## src/rtl/mem_pkg.sv

```systemverilog
// ============================================================================
// Module  : mem_pkg
// Brief   : Shared state encoding, image constants and address width for the
//           image-dump memory arbiter.
// Rev     : 1.0  initial release
// ============================================================================
`default_nettype none

package mem_pkg;

   localparam int C_ADDR_W    = 32;
   localparam int C_IMG_BYTES = 152100;
   localparam int C_WORD_BASE = 152100;

   typedef enum logic [1:0] {
      ST_IDLE  = 2'd0,
      ST_FETCH = 2'd1,
      ST_SEND  = 2'd2,
      ST_DONE  = 2'd3
   } state_e;

endpackage

`default_nettype wire

```

## src/rtl/mem_port_mux.sv

```systemverilog
// ============================================================================
// Module  : mem_port_mux
// Brief   : Combinational memory-port owner select between CPU and streamer.
// Rev     : 1.0  initial release
// ============================================================================
`default_nettype none

module mem_port_mux
   import mem_pkg::*;
(
   input  logic                stream_own,
   input  logic [C_ADDR_W-1:0] stream_addr,
   input  logic                cpu_req,
   input  logic                cpu_we,
   input  logic [C_ADDR_W-1:0] cpu_addr,
   input  logic [31:0]         cpu_wd,
   output logic                mem_we,
   output logic [C_ADDR_W-1:0] mem_addr,
   output logic [31:0]         mem_wd,
   output logic                cpu_stall
);

   always_comb begin
      mem_we    = cpu_req & cpu_we;
      mem_addr  = cpu_addr;
      mem_wd    = cpu_wd;
      cpu_stall = 1'b0;
      if (stream_own) begin
         // Streamer only ever reads; write data is left on the CPU value.
         mem_we    = 1'b0;
         mem_addr  = stream_addr;
         cpu_stall = cpu_req;
      end
   end

endmodule

`default_nettype wire

```

## src/rtl/mem_stream_arbiter.sv

```systemverilog
// ============================================================================
// Module  : mem_stream_arbiter
// Brief   : Streams an image region byte-by-byte out of a shared data memory,
//           arbitrating the port against CPU accesses with starvation bound.
// Rev     : 1.0  initial release
// ============================================================================
`default_nettype none

module mem_stream_arbiter
   import mem_pkg::*;
#(
   parameter int IMG_BYTES  = C_IMG_BYTES,
   parameter int BASE_ADDR  = 0,
   parameter int STARVE_MAX = 4
)(
   input  logic                clk,
   input  logic                rst_n,
   input  logic                cpu_req,
   input  logic                cpu_we,
   input  logic [C_ADDR_W-1:0] cpu_addr,
   input  logic [31:0]         cpu_wd,
   output logic [31:0]         cpu_rd,
   output logic                cpu_stall,
   input  logic                start,
   input  logic                abort,
   output logic                busy,
   output logic                done,
   output logic [7:0]          tx_data,
   output logic                tx_valid,
   input  logic                tx_ready,
   output logic                mem_we,
   output logic [C_ADDR_W-1:0] mem_addr,
   output logic [31:0]         mem_wd,
   input  logic [31:0]         mem_rd
);

   localparam logic [2:0]  STARVE_LIM = 3'(STARVE_MAX);
   localparam logic [17:0] LAST_PTR   = 18'(IMG_BYTES - 1);

   state_e      state_q, state_d;
   logic [17:0] ptr_q, ptr_d;
   logic [2:0]  starve_q, starve_d;
   logic        tx_valid_q, tx_valid_d;
   logic [7:0]  tx_data_q, tx_data_d;
   logic        done_q, done_d;

   logic                grant_s;
   logic [C_ADDR_W-1:0] stream_addr;
   logic                unused_rd;

   assign unused_rd   = ^mem_rd[31:8];
   assign grant_s     = (state_q == ST_FETCH) && (!cpu_req || (starve_q == STARVE_LIM));
   assign stream_addr = 32'(BASE_ADDR) + {14'd0, ptr_q};

   mem_port_mux u_mux (
      .stream_own  (grant_s),
      .stream_addr (stream_addr),
      .cpu_req     (cpu_req),
      .cpu_we      (cpu_we),
      .cpu_addr    (cpu_addr),
      .cpu_wd      (cpu_wd),
      .mem_we      (mem_we),
      .mem_addr    (mem_addr),
      .mem_wd      (mem_wd),
      .cpu_stall   (cpu_stall)
   );

   always_comb begin
      state_d    = state_q;
      ptr_d      = ptr_q;
      starve_d   = starve_q;
      tx_valid_d = tx_valid_q;
      tx_data_d  = tx_data_q;
      done_d     = 1'b0;
      case (state_q)
         ST_IDLE: begin
            if (start && !abort) begin
               state_d = ST_FETCH;
               ptr_d   = '0;
            end
         end
         ST_FETCH: begin
            if (grant_s) begin
               tx_data_d  = mem_rd[7:0];
               tx_valid_d = 1'b1;
               starve_d   = '0;
               state_d    = ST_SEND;
            end else begin
               starve_d = starve_q + 3'd1;
            end
         end
         ST_SEND: begin
            if (tx_valid_q && tx_ready) begin
               tx_valid_d = 1'b0;
               if (ptr_q == LAST_PTR) begin
                  state_d = ST_DONE;
                  done_d  = 1'b1;
               end else begin
                  ptr_d   = ptr_q + 18'd1;
                  state_d = ST_FETCH;
               end
            end
         end
         ST_DONE:  state_d = ST_IDLE;
         default:  state_d = ST_IDLE;
      endcase
      // Abort overrides every transition, including the one into DONE.
      if (abort && (state_q != ST_IDLE)) begin
         state_d    = ST_IDLE;
         tx_valid_d = 1'b0;
         starve_d   = '0;
         done_d     = 1'b0;
      end
   end

   always_ff @(posedge clk or negedge rst_n) begin
      if (!rst_n) begin
         state_q    <= ST_IDLE;
         ptr_q      <= '0;
         starve_q   <= '0;
         tx_valid_q <= 1'b0;
         tx_data_q  <= '0;
         done_q     <= 1'b0;
      end else begin
         state_q    <= state_d;
         ptr_q      <= ptr_d;
         starve_q   <= starve_d;
         tx_valid_q <= tx_valid_d;
         tx_data_q  <= tx_data_d;
         done_q     <= done_d;
      end
   end

   assign cpu_rd   = mem_rd;
   assign busy     = (state_q != ST_IDLE);
   assign done     = done_q;
   assign tx_data  = tx_data_q;
   assign tx_valid = tx_valid_q;

endmodule

`default_nettype wire

```

## config.mk

```make
export PLATFORM = sky130hd
export DESIGN_NAME = mem_stream_arbiter
export DESIGN_NICKNAME = d
export VERILOG_FILES = /design/src/rtl/mem_pkg.sv /design/src/rtl/mem_port_mux.sv /design/src/rtl/mem_stream_arbiter.sv
export SDC_FILE = /design/constraint.sdc
export NUM_CORES = 1
export LEC_CHECK = 0
export CAP_MARGIN = 15
export CORE_MARGIN = 3
export CORE_UTILIZATION = 30
export DETAILED_ROUTE_END_ITERATION = 8
export GPL_TIMING_DRIVEN = 0
export PLACE_DENSITY = 0.76
export SLEW_MARGIN = 30
export SYNTH_ARGS = -nofsm -noshare
export SYNTH_HDL_FRONTEND = slang
export SYNTH_SLANG_ARGS = --single-unit
```

## constraint.sdc

```tcl
create_clock -name clk -period 2.1 [get_ports clk]
set_input_delay 0.42 -clock clk [delete_from_list [all_inputs] [get_ports clk]]
set_output_delay 0.42 -clock clk [all_outputs]
set_load 0.01 [all_outputs]
```

==> results.md, run 1 <==
- Status: finished, violations left
- Failing checks: negative setup slack
- Most frequent cells in the layout: 118 x clkdlybuf4s50_1, 71 x buf_4, 32 x dfrtp_1
- Slew @ Worst Pin: 0.3780 ns
- GP Congestion: 0.8133
- Post-layout util: 0.5534
- Worst Path Required: 1.68 ns
- Slew Viols, Final: 0
- Antenna violations before repair: 0
- Mapped Cells: 283
- F_max: 429.8 MHz
- Syn_nets: 389
- Full die area: 9856 sq um
- Overall power after layout: 2645 uW
- Setup WS post-layout: -0.2269 ns
- CTS Sinks: 33
- RSZ-0062 raised after global routing: true
- Leakage power: 0.002126 uW
- YS warnings: 0
- Clock Tree Buf Depth: 2
- Ys async rst share: 1.000
- Gr usage total: 0.1587
- Setup-failing EPs final: 34
- Syn_area_per_cell: 9.223 sq um
- Area grow syn2layout: 76.85%
- Diodes inserted: 0
- DRT iter0 DRCs: 95
- Port Buffers: 154
- WL per Instance: 14.49 microns
- Nature of the critical path startpoint: flip-flop
- Most common cell after layout, fill and taps aside: clkdlybuf4s50_1
- Crit path DAT: 1.91 ns
- Vias in the first global route: 2,656
- NumNets Final: 562
- Psw: 809.6 uW
- Part of the cycle the worst path needs: 1.108
- Sw Share: 0.3060
- Post-DR vias/cell: 4.731
- Final Skew: 0.004349 ns
- Maxcap violations: 0
- Mapped Area: 2610 sq um
- Synth cell types: 47
- Layout cell share with drive strength beyond 1: 0.3807
- Logic gate share of total power: 0.513
- First-pass GRT wire length: 12.85 mm
- DP HPWL: 6.448 mm
- Register bit total from synthesis: 33
- Top Ports: 212
- CTS root buffer: clkbuf_8
- Cts bufs inserted: 5
- Grt total ovfl: 0
- Routed WL: 8.145 mm
- Die X: 99.28 microns
- Class of the worst hold path: input port to flip-flop
- Post-synth top flop: dfrtp_1
- Crit path kind: flip-flop to output port
- Drt first pass iters: 4
- Internal power: 1836 uW
- DRC: 0
- Skew-Pair Late Insertion Delay: 0.28 ns
- Final hold vios: 0
- Core area: 8341 sq um
- Reg power frac: 0.313
- Die Ht: 99.28 microns
- Starting Density: 0.3129
- Cell Rows: 33
- H-tree depth: 2
- Via count: 2,659
- CTS tree: done
- Post-DRT Antenna Nets: 0
- Hold Slack: 0.3355 ns
- Final period demand of the worst path: 2.327 ns
- Post-synthesis sequential area ratio: 0.3164
- Clock power frac: 0.175
- Max FO, Critical Path: 6
- Worst-case vdd ir drop: 0.0002990 V
- Pwr dens: 573.1 nW/um^2
- Max_slew headroom: 0.7460
- Worst-path clk slew: 0.07 ns
- Largest net degree at the start of global routing: 28
- Number of synthesized flops with an enable pin: 0
- Crit. End Element: output port
## final cells by class
cell class	instances	area, sq um
fillers	763	3725
repair buffers	167	1653
multi-input cells	167	1300
flip-flops and latches	33	827.0
plain buffers	76	601.8
well taps	105	131.4
clock buffers	8	80.08
inverters	6	22.52
## what timing repair did
| item | CTS | global route |
|---|---|---|
| endpoints found under the hold margin | 6 | 0 |
| setup buffers | 8 | 1 |
| endpoints found under the setup margin | 35 | 36 |
| cloned | 2 | 0 |
| gates resized for setup | 175 | 32 |
| pin swaps | 1 | 1 |
| hold buffers | 1 | 0 |
## cells in the mapped netlist, types with 2 or more instances
cell,n,share of area
nand3_1,13,0.025
nor2b_1,17,0.041
inv_1,6,0.0086
buf_4,65,0.19
nor4b_1,3,0.010
or3_1,2,0.0048
a31oi_1,6,0.014
buf_2,4,0.0077
clkbuf_1,4,0.0058
mux2_2,27,0.12
nor3_4,2,0.012
ha_1,3,0.014
nor2_1,19,0.027
o21ai_0,12,0.023
a21oi_1,13,0.025
nand2_1,10,0.014
mux2i_1,2,0.0077
nand4_1,4,0.0096
dfrtp_1,33,0.32
and3_1,7,0.017
buf_6,3,0.013
o31ai_1,3,0.0086
## state kept, by name (all words and copies together) (netlist names)
register and cells:
tx_valid 1, ptr_q 18, done 1, tx_data 8, starve_q 3, state_q 2
## power groups by stage
stage               sequential [uW]  clock, uW  combinational, uW
floorplan                       872          0                525
global placement                834          0               1180
finish                          828        462               1360
global route                    849        526               1450
CTS                             827        481               1320
detailed placement              843          0               1210
## final timing paths
kind / end / startpoint / slack, ns / depth (start not counted)
max: mem_addr[9] / starve_q[0] / -0.23 / 8
min reg2reg: tx_data[5] / tx_data[5] / 0.51 / 1
min in group asynchronous: starve_q[2] / rst_n / 0.51 / 2
max in group asynchronous: state_q[1] / rst_n / 1.17 / 3
min: state_q[1] / abort / 0.34 / 2
max reg2reg: ptr_q[15] / state_q[0] / 0.17 / 7
## worst max-delay path, cell delays in order, from the launching register on
cell and delay [ns]:
dfrtp_1 0.35, inv_1 0.05, ha_2 0.17, a21bo_2 0.22, nor2b_4 0.13, buf_12 0.14
buf_8 0.14, mux2_4 0.30, buf_6 0.12
## cell families (layout without fill, tap and decap cells)
logic type | after synthesis | count (layout) | synth area share
buffers and inverters | 83 | 257 | 0.2239
flip-flops | 33 | 33 | 0.3164
adder cells (fa/ha/maj) | 3 | 3 | 0.01438
multiplexers | 29 | 29 | 0.1242
AO/OA/AOI/OAI | 48 | 48 | 0.1237
AND/OR/NAND/NOR | 87 | 87 | 0.1975
## per-stage QoR
| step | worst slack [ns] | setup TNS (ns) | std cells | area, sq um |
|---|---|---|---|---|
| 2_1_floorplan | 0.04316 | 0 | 283 | 2610 |
| 3_3_place_gp | -1.085 | -38.91 | 542 | 4283 |
| 3_5_place_dp | -1.093 | -34.77 | 543 | 4298 |
| 4_1_cts | -0.2451 | -7.114 | 562 | 4511 |
| 5_1_grt | -0.2940 | -8.635 | 562 | 4616 |
| 6_report | -0.2269 | -6.138 | 562 | 4616 |
## routing by layer
layer / GRT usage / part of all wire / vias up / wire (microns)
met5: 0 / 0 / - / 0
met3: 0.04418 / 0.085 / 8 / 693
li1: - / - / 1277 / -
met2: 0.2763 / 0.52 / 135 / 4248
met4: 0.03256 / 0.0059 / 0 / 48
met1: 0.1964 / 0.39 / 1239 / 3155
Note: power is estimated with default switching activity, not from simulation.
==> run 2: changes to the inputs <==
Settings changed: ABC_CLOCK_PERIOD_IN_PS set to 2100.
==> results of run 2 <==
Same layout as run 1: the final DEF is identical, and so are final timing and power.
==> run 3: changes to the inputs <==
Settings changed: CORE_UTILIZATION 30 to 31, CTS_CLUSTER_SIZE set to 30, SYNTH_HIERARCHICAL set to 1.
==> results.md, run 3 <==
- CP Depth: 10 (+2)
- Nature of the critical path startpoint: flip-flop
- Largest area contributor in the netlist: dfrtp_1
- Fillers: 750 (-1.7%)
- Worst Path Required: 1.68 ns (about the same)
- Family with the most delay on the worst path: buffers and inverters
- Hold Slack: 0.02807 ns (-0.3074 ns)
- Crit path capture: mem_addr[16]
- Class of the worst hold path: input port to asynchronous set/reset pin
- DRC: 0 (unchanged)
- Syn_area_per_cell: 9.748 sq um (+5.7%)
- Slew Viols, Final: 0 (unchanged)
- Mapped Area: 2798 sq um (+7.2%)
- Most common cell after layout, fill and taps aside: clkdlybuf4s50_1
- Crit. End Element: output port
- Gr usage total: 0.1539 (-0.004794)
- DP Area: 4559 sq um (+6.1%)
- Number of synthesized flops with an enable pin: 0 (unchanged)
- Register bit total from synthesis: 33 (unchanged)
- Most frequent cells in the layout: 117 x clkdlybuf4s50_1, 82 x buf_4, 33 x buf_6
- Worst path slowest cell: dfrtp_1
- Top post-synthesis cells by count: 64 x buf_4, 33 x dfrtp_1, 28 x mux2_4
- Skew-Pair Late Insertion Delay: 0.28 ns (about the same)
- Diodes inserted: 0 (unchanged)
- Cts bufs inserted: 5 (unchanged)
- CTS root buffer: clkbuf_8
- Mapped Cells: 287 (+1.4%)
- WL per Instance: 14.09 microns (-2.8%)
- RR Endpoint: ptr_q[10]
- Final period demand of the worst path: 2.526 ns (+0.1989 ns)
- Max FO, Critical Path: 5 (-1)
- Worst reg-to-reg path cell count: 6 (-1)
- Worst-case vdd ir drop: 0.0005226 V (+75%)
- First-pass GRT wire length: 12.69 mm (-1.3%)
- YS warnings: 6 (+6)
- Clock Tree Buf Depth: 2 (unchanged)
- R2r setup slk: 0.09 ns (-0.08 ns)
- Via count: 2,780 (+4.6%)
- Full die area: 10,200 sq um (+3.5%)
- Crit path kind: flip-flop to output port
- Top reg by flops: ptr_q
- F_max: 395.9 MHz (-7.9%)
- Status: finished, violations left
- Port Buffers: 154 (unchanged)
- CP cell instances: inv_2 -> ha_4 -> a21boi_4 -> nor3_2 -> clkbuf_8 -> buf_12 -> buf_12 -> buf_16 -> mux2_4 -> buf_6
- Core area: 8763 sq um (+5.1%)
- Die X: 101 microns (+1.7%)
- Starting Density: 0.3192 (+0.006315)
- Slew @ Worst Pin: 0.6568 ns (+0.2788 ns)
- Drt first pass iters: 4 (unchanged)
- Part of the cycle the worst path needs: 1.203 (+0.09470)
- Worst Setup SP: starve_q[1]
- Overall power after layout: 3881 uW (+47%)
- Failing checks: negative setup slack
- Top Ports: 212 (unchanged)
- Leakage power: 0.002295 uW (+7.9%)
- CTS tree: done
- Max_slew headroom: 0.5612 (-0.1848)
- Antenna violations before repair: 0 (unchanged)
- Max reg flops: 18 (unchanged)
- Post-synth top flop: dfrtp_1
- Most frequent cell after synthesis: buf_4
- Synth cell types: 53 (+13%)
- Buf/Inv on CP: 6 (+2)
- Pwr dens: 771.5 nW/um^2 (+35%)
- FF-to-FF Start: ptr_q[0]
- Crit path DAT: 2.11 ns (+0.20 ns)
- Maxcap violations: 0 (unchanged)
- Post-synthesis sequential area ratio: 0.2952 (-0.02123)
- RSZ-0062 raised after global routing: true
- Setup-failing EPs final: 34 (unchanged)
- Post-DRT Antenna Nets: 0 (unchanged)
- Top-area cell type share of the netlist area: 0.2952 (-0.02123)
- Cell Rows: 34 (+3.0%)
- Grt total ovfl: 0 (unchanged)
- Post-DR vias/cell: 4.688 (-0.91%)
- Ys async rst share: 1.000 (unchanged)
- Largest net degree at the start of global routing: 23 (-18%)
- Routed WL: 8.355 mm (+2.6%)
- GP Congestion: 0.8631 (+6.1%)
- CP max stage delay: 0.39 ns (+0.04 ns)
- Layout cell share with drive strength beyond 1: 0.4124 (+0.03163)
- Final hold vios: 0 (unchanged)
- Final Skew: 0.009831 ns (+0.005482 ns)
- Most frequent CP cell: buf_12
- Area grow syn2layout: 79.83%
- Die Ht: 101 microns (+1.7%)
- Vias in the first global route: 2,728 (+2.7%)
- H-tree depth: 2 (unchanged)
- CTS Sinks: 33 (unchanged)
- Setup WS post-layout: -0.4258 ns (-0.1989 ns)
- DP HPWL: 6.382 mm (-1.0%)
- DRT iter0 DRCs: 97 (+2.1%)
- Design Area, Final: 5031 sq um (+9.0%)
- Worst-path clk slew: 0.07 ns (about the same)
- NumNets Final: 590 (+5.0%)
- Largest cells by area after synthesis: dfrtp_1 30%, buf_4 17%, mux2_4 15%, mux2_2 4.8%, o21ai_0 3.6%
[run 3: logic make-up (layout without fill, tap and decap cells)]
| family | count (synthesis) | in the layout | share of synthesized area |
|---|---|---|---|
| flops | 33 | 33 | 0.2952 |
| mux | 41 | 41 | 0.2021 |
| compound gates | 45 | 45 | 0.09706 |
| other cells | 1 | 14 | 0.001340 |
| buf+inv | 84 | 269 | 0.2182 |
| xor+xnor | 4 | 4 | 0.01252 |
| fa+ha+maj | 3 | 3 | 0.01342 |
| simple gates | 76 | 76 | 0.1601 |
[run 3: repair_timing]
item	4_1_cts	5_1_grt
buffers inserted	17	7
cloned	3	0
pin swaps	3	3
resized for setup	185	11
hold buffers	0	0
endpoints found under the setup margin	44	48
[run 3: where the power goes]
| part | switching, uW | leakage (uW) | internal, uW |
|---|---|---|---|
| combinational | 884 | 0.00180 | 1500 |
| sequential | 91.7 | 0.000434 | 770 |
| clock | 244 | 0.0000585 | 387 |
[run 3: worst min path at each step]
stage | to | cells past startpoint | start | slack, ns
3_3_place_gp | tx_data[0] | 1 | tx_data[0] | 0.49
4_1_cts | ptr_q[6] | 1 | rst_n | 0.03
2_1_floorplan | done | 0 | rst_n | 0.12
3_5_place_dp | ptr_q[6] | 1 | rst_n | 0.34
5_1_grt | ptr_q[6] | 1 | rst_n | 0.03
6_report | ptr_q[6] | 1 | rst_n | 0.03
[run 3: per-layer routing]
metal / part of all wire / GRT usage / routed length [microns] / vias up
li1: - / - / - / 1324
met1: 0.36 / 0.1735 / 3036 / 1313
met2: 0.54 / 0.2815 / 4500 / 141
met3: 0.096 / 0.04983 / 799 / 2
met4: 0.0023 / 0.03374 / 19 / 0
met5: 0 / 0 / 0 / -
[run 3: layout make-up]
class                      instances  area [sq um]  share of cell area
buffer                            75         585.6              0.1164
clock buffer                       7         86.33             0.01716
clock inverter                     1         30.03            0.005969
inverter                           6         22.52            0.004476
multi-input combinational        183          1464              0.2910
sequential                        33         828.3              0.1646
tap                              108         135.1             0.02686
timing repair buffer             180          1879              0.3735
[run 3: stage by stage]
step / setup slack [ns] / utilization / cells / setup TNS (ns)
after floorplan: 0.03627 / - / 300 / 0
after global placement: -0.9765 / 0.5177 / 562 / -38.19
after detailed placement: -0.9959 / 0.5203 / 563 / -35.73
after CTS: -0.3849 / 0.5712 / 590 / -11.14
after global routing: -0.5033 / 0.5741 / 593 / -14.27
final: -0.4258 / 0.5741 / 593 / -11.82
